`src/rtl/mc_control_unit.sv`:
```
// Multi-cycle control FSM for the 16-bit TSC CPU: sequences IF/ID/EX/MEM/WB,
// drives the ALU code and every datapath strobe, and counts retired instructions.
module mc_control_unit (
    input  logic        clk,
    input  logic        reset_n,
    input  logic [15:0] instr,
    input  logic        mem_ready,
    input  logic        bcond,
    output logic        mem_read,
    output logic        mem_write,
    output logic        iord,
    output logic        ir_write,
    output logic        pc_write,
    output logic [1:0]  pc_src,
    output logic [5:0]  alu_op,
    output logic        alu_src_a,
    output logic [1:0]  alu_src_b,
    output logic        reg_write,
    output logic [1:0]  reg_dst,
    output logic [1:0]  wb_src,
    output logic        wwd_en,
    output logic        halted,
    output logic [15:0] num_inst
);

    localparam logic [3:0] OP_BNE = 4'd0,  OP_BEQ = 4'd1,  OP_BGZ = 4'd2,  OP_BLZ = 4'd3;
    localparam logic [3:0] OP_ADI = 4'd4,  OP_ORI = 4'd5,  OP_LHI = 4'd6;
    localparam logic [3:0] OP_LWD = 4'd7,  OP_SWD = 4'd8;
    localparam logic [3:0] OP_JMP = 4'd9,  OP_JAL = 4'd10, OP_RTYPE = 4'd15;

    localparam logic [5:0] FUNC_ADD = 6'd0,  FUNC_SUB = 6'd1,  FUNC_AND = 6'd2,  FUNC_ORR = 6'd3;
    localparam logic [5:0] FUNC_NOT = 6'd4,  FUNC_TCP = 6'd5,  FUNC_SHL = 6'd6,  FUNC_SHR = 6'd7;
    localparam logic [5:0] FUNC_ADI = 6'd8,  FUNC_ORI = 6'd9,  FUNC_LHI = 6'd10;
    localparam logic [5:0] FUNC_LWD = 6'd11, FUNC_SWD = 6'd12, FUNC_BPC = 6'd13;
    localparam logic [5:0] FUNC_JPR = 6'd25, FUNC_JRL = 6'd26, FUNC_WWD = 6'd28, FUNC_HLT = 6'd29;

    typedef enum logic [2:0] {S_IF, S_ID, S_EX, S_MEM, S_WB, S_HALT} state_e;

    typedef enum logic [3:0] {
        C_NOP, C_ALU_R, C_ALU_I, C_LOAD, C_STORE, C_BRANCH,
        C_JMP, C_JAL, C_JPR, C_JRL, C_WWD, C_HLT
    } iclass_e;

    state_e     state_q, state_d;
    iclass_e    iclass;
    logic [5:0] imm_op;
    logic       retire;

    logic [3:0] opcode;
    logic [5:0] func;
    logic       unused_fields;

    assign opcode        = instr[15:12];
    assign func          = instr[5:0];
    assign unused_fields = ^instr[11:6];

    // Instruction classification; anything unrecognised decodes to a retiring NOP.
    always_comb begin
        iclass = C_NOP;
        imm_op = FUNC_ADI;
        case (opcode)
            OP_BNE, OP_BEQ, OP_BGZ, OP_BLZ: iclass = C_BRANCH;
            OP_ADI: begin iclass = C_ALU_I; imm_op = FUNC_ADI; end
            OP_ORI: begin iclass = C_ALU_I; imm_op = FUNC_ORI; end
            OP_LHI: begin iclass = C_ALU_I; imm_op = FUNC_LHI; end
            OP_LWD: iclass = C_LOAD;
            OP_SWD: iclass = C_STORE;
            OP_JMP: iclass = C_JMP;
            OP_JAL: iclass = C_JAL;
            OP_RTYPE: begin
                case (func)
                    FUNC_ADD, FUNC_SUB, FUNC_AND, FUNC_ORR,
                    FUNC_NOT, FUNC_TCP, FUNC_SHL, FUNC_SHR: iclass = C_ALU_R;
                    FUNC_JPR: iclass = C_JPR;
                    FUNC_JRL: iclass = C_JRL;
                    FUNC_WWD: iclass = C_WWD;
                    FUNC_HLT: iclass = C_HLT;
                    default:  iclass = C_NOP;
                endcase
            end
            default: iclass = C_NOP;
        endcase
    end

    // NOTE: every signal gets a default before the case so no path leaves one
    // unassigned; a missed assignment here would infer a latch.
    always_comb begin
        state_d   = state_q;
        retire    = 1'b0;
        mem_read  = 1'b0;
        mem_write = 1'b0;
        iord      = 1'b0;
        ir_write  = 1'b0;
        pc_write  = 1'b0;
        pc_src    = 2'd0;
        alu_op    = 6'd0;
        alu_src_a = 1'b0;
        alu_src_b = 2'd0;
        reg_write = 1'b0;
        reg_dst   = 2'd0;
        wb_src    = 2'd0;
        wwd_en    = 1'b0;
        halted    = 1'b0;

        // Gating with reset_n makes every output drop the instant reset asserts
        // and lets the first fetch request appear as soon as it releases.
        if (reset_n) begin
            case (state_q)
                S_IF: begin
                    mem_read = 1'b1;
                    if (mem_ready) begin
                        ir_write = 1'b1;
                        pc_write = 1'b1;
                        state_d  = S_ID;
                    end
                end

                S_ID: begin
                    state_d = S_IF;
                    retire  = 1'b1;
                    case (iclass)
                        C_JMP: begin
                            pc_write = 1'b1;
                            pc_src   = 2'd2;
                        end
                        C_JAL: begin
                            pc_write  = 1'b1;
                            pc_src    = 2'd2;
                            reg_write = 1'b1;
                            reg_dst   = 2'd2;
                            wb_src    = 2'd2;
                        end
                        C_JPR: begin
                            pc_write = 1'b1;
                            pc_src   = 2'd3;
                        end
                        C_JRL: begin
                            pc_write  = 1'b1;
                            pc_src    = 2'd3;
                            reg_write = 1'b1;
                            reg_dst   = 2'd2;
                            wb_src    = 2'd2;
                        end
                        C_WWD: wwd_en = 1'b1;
                        C_HLT: state_d = S_HALT;
                        C_NOP: state_d = S_IF;
                        default: begin
                            retire  = 1'b0;
                            state_d = S_EX;
                        end
                    endcase
                end

                S_EX: begin
                    case (iclass)
                        C_ALU_R: begin
                            alu_op  = func;
                            state_d = S_WB;
                        end
                        C_ALU_I: begin
                            alu_op    = imm_op;
                            alu_src_b = 2'd1;
                            state_d   = S_WB;
                        end
                        C_LOAD: begin
                            alu_op    = FUNC_LWD;
                            alu_src_b = 2'd1;
                            state_d   = S_MEM;
                        end
                        C_STORE: begin
                            alu_op    = FUNC_SWD;
                            alu_src_b = 2'd1;
                            state_d   = S_MEM;
                        end
                        C_BRANCH: begin
                            alu_op    = FUNC_BPC;
                            alu_src_a = 1'b1;
                            alu_src_b = 2'd1;
                            pc_write  = bcond;
                            pc_src    = bcond ? 2'd1 : 2'd0;
                            retire    = 1'b1;
                            state_d   = S_IF;
                        end
                        default: state_d = S_IF;
                    endcase
                end

                S_MEM: begin
                    iord      = 1'b1;
                    mem_read  = (iclass == C_LOAD);
                    mem_write = (iclass != C_LOAD);
                    if (mem_ready) begin
                        if (iclass == C_LOAD) begin
                            state_d = S_WB;
                        end else begin
                            retire  = 1'b1;
                            state_d = S_IF;
                        end
                    end
                end

                S_WB: begin
                    reg_write = 1'b1;
                    reg_dst   = (iclass == C_ALU_R) ? 2'd1 : 2'd0;
                    wb_src    = (iclass == C_LOAD) ? 2'd1 : 2'd0;
                    retire    = 1'b1;
                    state_d   = S_IF;
                end

                S_HALT: halted = 1'b1;

                default: state_d = S_IF;
            endcase
        end
    end

    // NOTE: state registers use non-blocking assignments so every flop samples
    // pre-edge values regardless of process ordering.
    always_ff @(posedge clk or negedge reset_n) begin
        if (!reset_n) begin
            state_q  <= S_IF;
            num_inst <= 16'd0;
        end else begin
            state_q <= state_d;
            if (retire) begin
                num_inst <= num_inst + 16'd1;
            end
        end
    end

endmodule

```
`config.mk`:
```
export PLATFORM = sky130hd
export DESIGN_NAME = mc_control_unit
export DESIGN_NICKNAME = d
export VERILOG_FILES = /design/src/rtl/mc_control_unit.sv
export SDC_FILE = /design/constraint.sdc
export NUM_CORES = 1
export LEC_CHECK = 0
export ABC_AREA = 1
export BUFFER_PORTS_ARGS = -buffer_cell sky130_fd_sc_hd__buf_2
export CAP_MARGIN = 0
export CORE_MARGIN = 5
export CORE_UTILIZATION = 46
export CTS_CLUSTER_DIAMETER = 60
export DETAILED_ROUTE_END_ITERATION = 10
export GPL_ROUTABILITY_DRIVEN = 0
export PLACE_DENSITY = 0.8
export SETUP_SLACK_MARGIN = 0.15
export SYNTH_ARGS = -nofsm -noshare
export SYNTH_HDL_FRONTEND = slang
export SYNTH_SLANG_ARGS = --single-unit
```
`constraint.sdc`:
```
create_clock -name clk -period 1.9 [get_ports clk]
set_clock_uncertainty 0.2 [all_clocks]
set_input_delay 0.38 -clock clk [delete_from_list [all_inputs] [get_ports clk]]
set_output_delay 0.38 -clock clk [all_outputs]
set_load 0.05 [all_outputs]
```
# After elaboration in Yosys (flattened, before gate mapping)
# Memory sizes are Yosys's and may differ from the RTL's.
# Index checks and enable logic that the tools add are counted.
# totals
register_bits	19
latch_bits	0
ramBits	0
mem_bits_ro	96
in_bits	20
output_inout_bits	39
mem_count	1
# memory_table
memory	depth	word_bits	read_ports	rd_clocked_by_memory_dff	write_ports	line	rtl
(name not given)	32	3	1	0	0	71	case (func)
# op_classes
n_addsub	1
multipliers	0
n_div	0
order_cmp	0
n_eq_ne	30
shifts	0
mux	56
n_bitwise	1
reduce_logical	15
# op_table
cell	count
4-bit by 3-bit equality test with 1-bit output, second input constant	8
4-bit equality test, second input constant	8
1-bit 2-to-1 mux	32
6-bit one-hot mux with 5 select lines	1
4-bit one-hot mux with 7 select lines	1
2-bit one-hot mux with 2 select lines	5
16-bit by 1-bit adder with 16-bit output, second input constant	1
4-bit by 2-bit equality test with 1-bit output, second input constant	4
3-bit one-hot mux with 5 select lines	1
6-bit 2-to-1 mux	2
3-bit one-hot mux with 2 select lines	2
4-bit OR reduction	3
2-bit OR reduction	5
3-bit 2-to-1 mux	3
4-bit by 1-bit equality test with 1-bit output, second input constant	2
4-bit zero test	2
2-bit 2-to-1 mux	4
7-bit OR reduction	1
3-bit by 2-bit equality test with 1-bit output, second input constant	2
3-bit equality test, second input constant	2
6-bit OR reduction	1
4-bit 2-to-1 mux	1
2-bit != test, second input constant	2
4-bit by 2-bit != test with 1-bit output, second input constant	1
8 further kinds	9

# Longest topological paths before layout
# depth
ltp_word	8
depth_mapped	15
depth_no_buf	14

# Worst setup path after synthesis
# No wires, ideal clock.
# synth_timing
path_kind	input port to output port
from	in instr[0]
to	out wb_src[1]
arrival_time_ns	2.450
slack_ns	-1.130
path_stages	10
path_buffers	1
cell_sequence	inv_1 > ha_1 > inv_1 > nand4_1 > nand2_1 > nand2_1 > nor2_1 > nand2_1 > inv_1 > buf_4
# synth_via
elab_chain_cells	8
# synth_lines
element	line	rtl
from (decl)	6	input logic [15:0] instr,
memory 32 x 3 bit *	-	
4-bit 2-to-1 mux *	71	
4-bit one-hot mux with 7 select lines *	61	case (opcode)
4-bit equality test or 4-bit by 3-bit equality test with 1-bit output (tied branches)	121	case (iclass)
2-bit OR reduction (no line) *	-	
2-bit 2-to-1 mux *	121	
2-bit one-hot mux with 2 select lines *	108	case (state_q)
2-bit 2-to-1 mux *	107	if (reset_n) begin
to (decl)	20	output logic [1:0] wb_src,
# Every way passes the cells marked *; elsewhere a longest branch is shown, timed or not.

# Worst setup path after layout
# layout_timing
from	in instr[0]
to	out alu_op[1]
# layout_via
elab_chain_cells	7
# layout_lines
element	line	rtl
memory 32 x 3 bit *	-	
4-bit 2-to-1 mux *	71	
4-bit one-hot mux with 7 select lines *	61	
4-bit by 3-bit equality test with 1-bit output (tied with other cells)	155	case (iclass)
6-bit one-hot mux with 5 select lines *	155	
6-bit 2-to-1 mux *	108	
6-bit 2-to-1 mux *	107	
to (decl)	15	output logic [5:0] alu_op,
# Marks and branches as above.

==> impl_metrics.env <==
export IMPL_status="finished with violations"
export IMPL_violations="setup timing"
export IMPL_p_switching_uw=1370
export IMPL_grt_max_degree=19
export IMPL_setup_slack_ps=-507
export IMPL_hold_class="input pin to asynchronous set/reset pin"
export IMPL_path_clk_slew_ps=80
export IMPL_end_kind="primary output"
export IMPL_top_layer="met4"
export IMPL_ff2ff_path_depth=11
export IMPL_synthTopCellsByArea="dfrtp_1 28%, nand2_1 19%, nand3_1 10%"
export IMPL_wl_met1_um=3490
export IMPL_antenna_found_initial=0
export IMPL_grt_usage_pct=29.6
export IMPL_clkPwrFrac_pct=10.8
export IMPL_cts_buffer_depth=2
export IMPL_viasPerCell=6.29
export IMPL_grt_pass1_vias=2469
export IMPL_r2r_slack_ps=-220
export IMPL_root_buffer="clkbuf_8"
export IMPL_seqPwrFrac_pct=20.2
export IMPL_swShare_pct=48.9
export IMPL_fp_dieH_um=71.1
export IMPL_worst_pin_slew_ps=501
export IMPL_yosys_area_top_type="dfrtp_1"
export IMPL_initial_core_util_pct=47.3
export IMPL_cts_buffers=3
export IMPL_start_kind="input pin"
export IMPL_syn_inst=274
export IMPL_synth_avg_cell_area_um2=6.27
export IMPL_placed_cells=410
export IMPL_cts_sinks=19
export IMPL_die_w_um=71.1
export IMPL_yosysSeqAreaShare_pct=27.7
export IMPL_yosys_cell_types_count=33
export IMPL_core_area_um2=3630
export IMPL_netlist_area_um2=1720
export IMPL_stdcell_count=436
export IMPL_cap_violations=0
export IMPL_min_period_ps=2410
export IMPL_diodes=0
export IMPL_fmax_ghz=0.415
export IMPL_hold_viol=0
export IMPL_ir_drop_mv=0.941
export IMPL_worstSetupPathType="input pin to primary output"
export IMPL_numPortBuffers=50
export IMPL_tritoncts="yes"
export IMPL_final_common_cell="nand2_1"
export IMPL_p_int_uw=1430
export IMPL_period_share_pct=127
export IMPL_pwr_density_cell_nw_per_um2=840
export IMPL_grt_pass1_wl_um=11800
export IMPL_synth_top_area_share_pct=27.7
export IMPL_cp_data_arrival_time_ps=1830
export IMPL_grt_overflow=0
export IMPL_routedWlPerCell_um=23.1
export IMPL_wl_met3_um=1100
export IMPL_htreeDepth=1
export IMPL_rsz0062_at_grt="yes"
export IMPL_p_leak_uw=0.00158
export IMPL_clkLatencyLatePin_ps=270
export IMPL_areaGrowthSynthToFinish_pct=93.7
export IMPL_design_area_um2=3330
export IMPL_vias=2741
export IMPL_utilization_pct=91.7
export IMPL_hold_slack_ps=67.8
export IMPL_combinationalPowerShare_pct=69.0
export IMPL_routed_wl_um=10100
export IMPL_yosys_warnings=0
export IMPL_r2r_start="state_q[1]$_DFFE_PN0P_"
export IMPL_drt_iter0_markers=582
export IMPL_r2r_end="num_inst[9]$_DFFE_PN0P_"
export IMPL_wl_met2_um=4620
export IMPL_drive_gt1_share_pct=55.7
export IMPL_layout_nets=412
export IMPL_hpwl_um=4090
export IMPL_rows=22
export IMPL_ios=59
export IMPL_place_area_um2=2580
export IMPL_worstPathRequired_ps=1320
export IMPL_synth_ff_latch_count=19
export IMPL_route_detailed_drc=0
export IMPL_drtAntennaViolNets=0
export IMPL_slew_limit_headroom_pct=66.3
export IMPL_firstDrtPassIters=8
export IMPL_slew_viol_final=0
export IMPL_most_common_layout_cells="72 x nand2_1, 41 x buf_4, 36 x buf_6"
export IMPL_crit_fanout=5
export IMPL_setup_viol=38
export IMPL_die_area_um2=5060
## worst max path at each step
stage	depth (start not counted)	slack, ps	startpoint	end
6_report	14	-510	instr[0]	alu_op[1]
5_1_grt	14	-560	instr[0]	alu_op[1]
4_1_cts	14	-390	instr[0]	alu_op[0]
3_5_place_dp	14	-590	instr[0]	alu_op[1]
3_3_place_gp	14	-500	instr[0]	alu_op[1]
2_1_floorplan	10	-410	instr[14]	wb_src[1]
## repair_timing
| action | CTS | global route |
|---|---|---|
| buffers inserted | 8 | 10 |
| hold buffers | 3 | 0 |
| hold endpoints to repair | 2 | 0 |
| pin swaps | 16 | 24 |
| gates cloned | 0 | 1 |
| gates resized for setup | 91 | 49 |
| setup endpoints to repair | 40 | 40 |
## worst max-delay path, cell delays in order
cell and delay, ps:
buf_12 120, inv_12 50, ha_4 130, inv_2 30, nand2_1 70, nand3_1 80, nand2_1 90, nand2_1 70
nand2_2 110, nand3_4 140, o21ai_2 170, nand3_2 120, clkinvlp_4 110, buf_8 140
## layout make-up
type | count | area, um2
Tap cell | 48 | 60.1
Inverter | 36 | 178
Timing Repair Buffer | 118 | 1070
Sequential cell | 19 | 483
Clock inverter | 1 | 5.00
Clock buffer | 3 | 41.3
Multi-Input combinational cell | 211 | 1490
Fill cell | 131 | 303
## synthesized netlist by cell type (all sizes together)
master  number
xor2         5
or2          1
a21oi        3
clkinv       1
o22ai        1
nand2       91
clkbuf       1
nor3         9
o31ai        1
nand4        3
nor2        30
ha           3
conb         1
nor4         2
xnor2        9
o21ai        8
inv         35
a211oi       1
nand3       37
dfrtp       19
a31oi        5
buf          8
## kinds of logic (layout without fill, tap and decap cells)
family | Yosys count | count (layout) | synth area share [%]
compound gates | 19 | 19 | 6.62
xor+xnor | 14 | 14 | 7.13
fa+ha+maj | 3 | 3 | 2.18
buf+inv | 45 | 158 | 11.4
flops | 19 | 19 | 27.7
other cells | 1 | 2 | 0.218
simple gates | 173 | 173 | 44.8
## state kept, by name (all words and copies together) (netlist names)
signal / count
state_q: 3
num_inst: 16
## through the flow
step	power [uW]	TNS (ps)	setup slack [ps]
3_5_place_dp	1750	-12640	-593
3_3_place_gp	1730	-10650	-499
6_report	2800	-10990	-507
4_1_cts	2330	-4970	-395
5_1_grt	2900	-13280	-560
2_1_floorplan	1310	-2870	-409
## power groups by stage
stage / Combinational, uW / Sequential, uW / Clock, uW
finish: 1930 / 565 / 303
global route: 2010 / 570 / 320
CTS: 1490 / 546 / 291
detailed placement: 1200 / 549 / 0
global placement: 1190 / 547 / 0
floorplan: 646 / 659 / 0
## layer usage
layer	vias to the layer above	global-route usage, %
met3	106	6.82
met4	0	16.3
met2	301	52.0
met5	-	0
met1	1237	32.7
li1	1097	-
No activity file was read; power rests on OpenSTA's default activity.
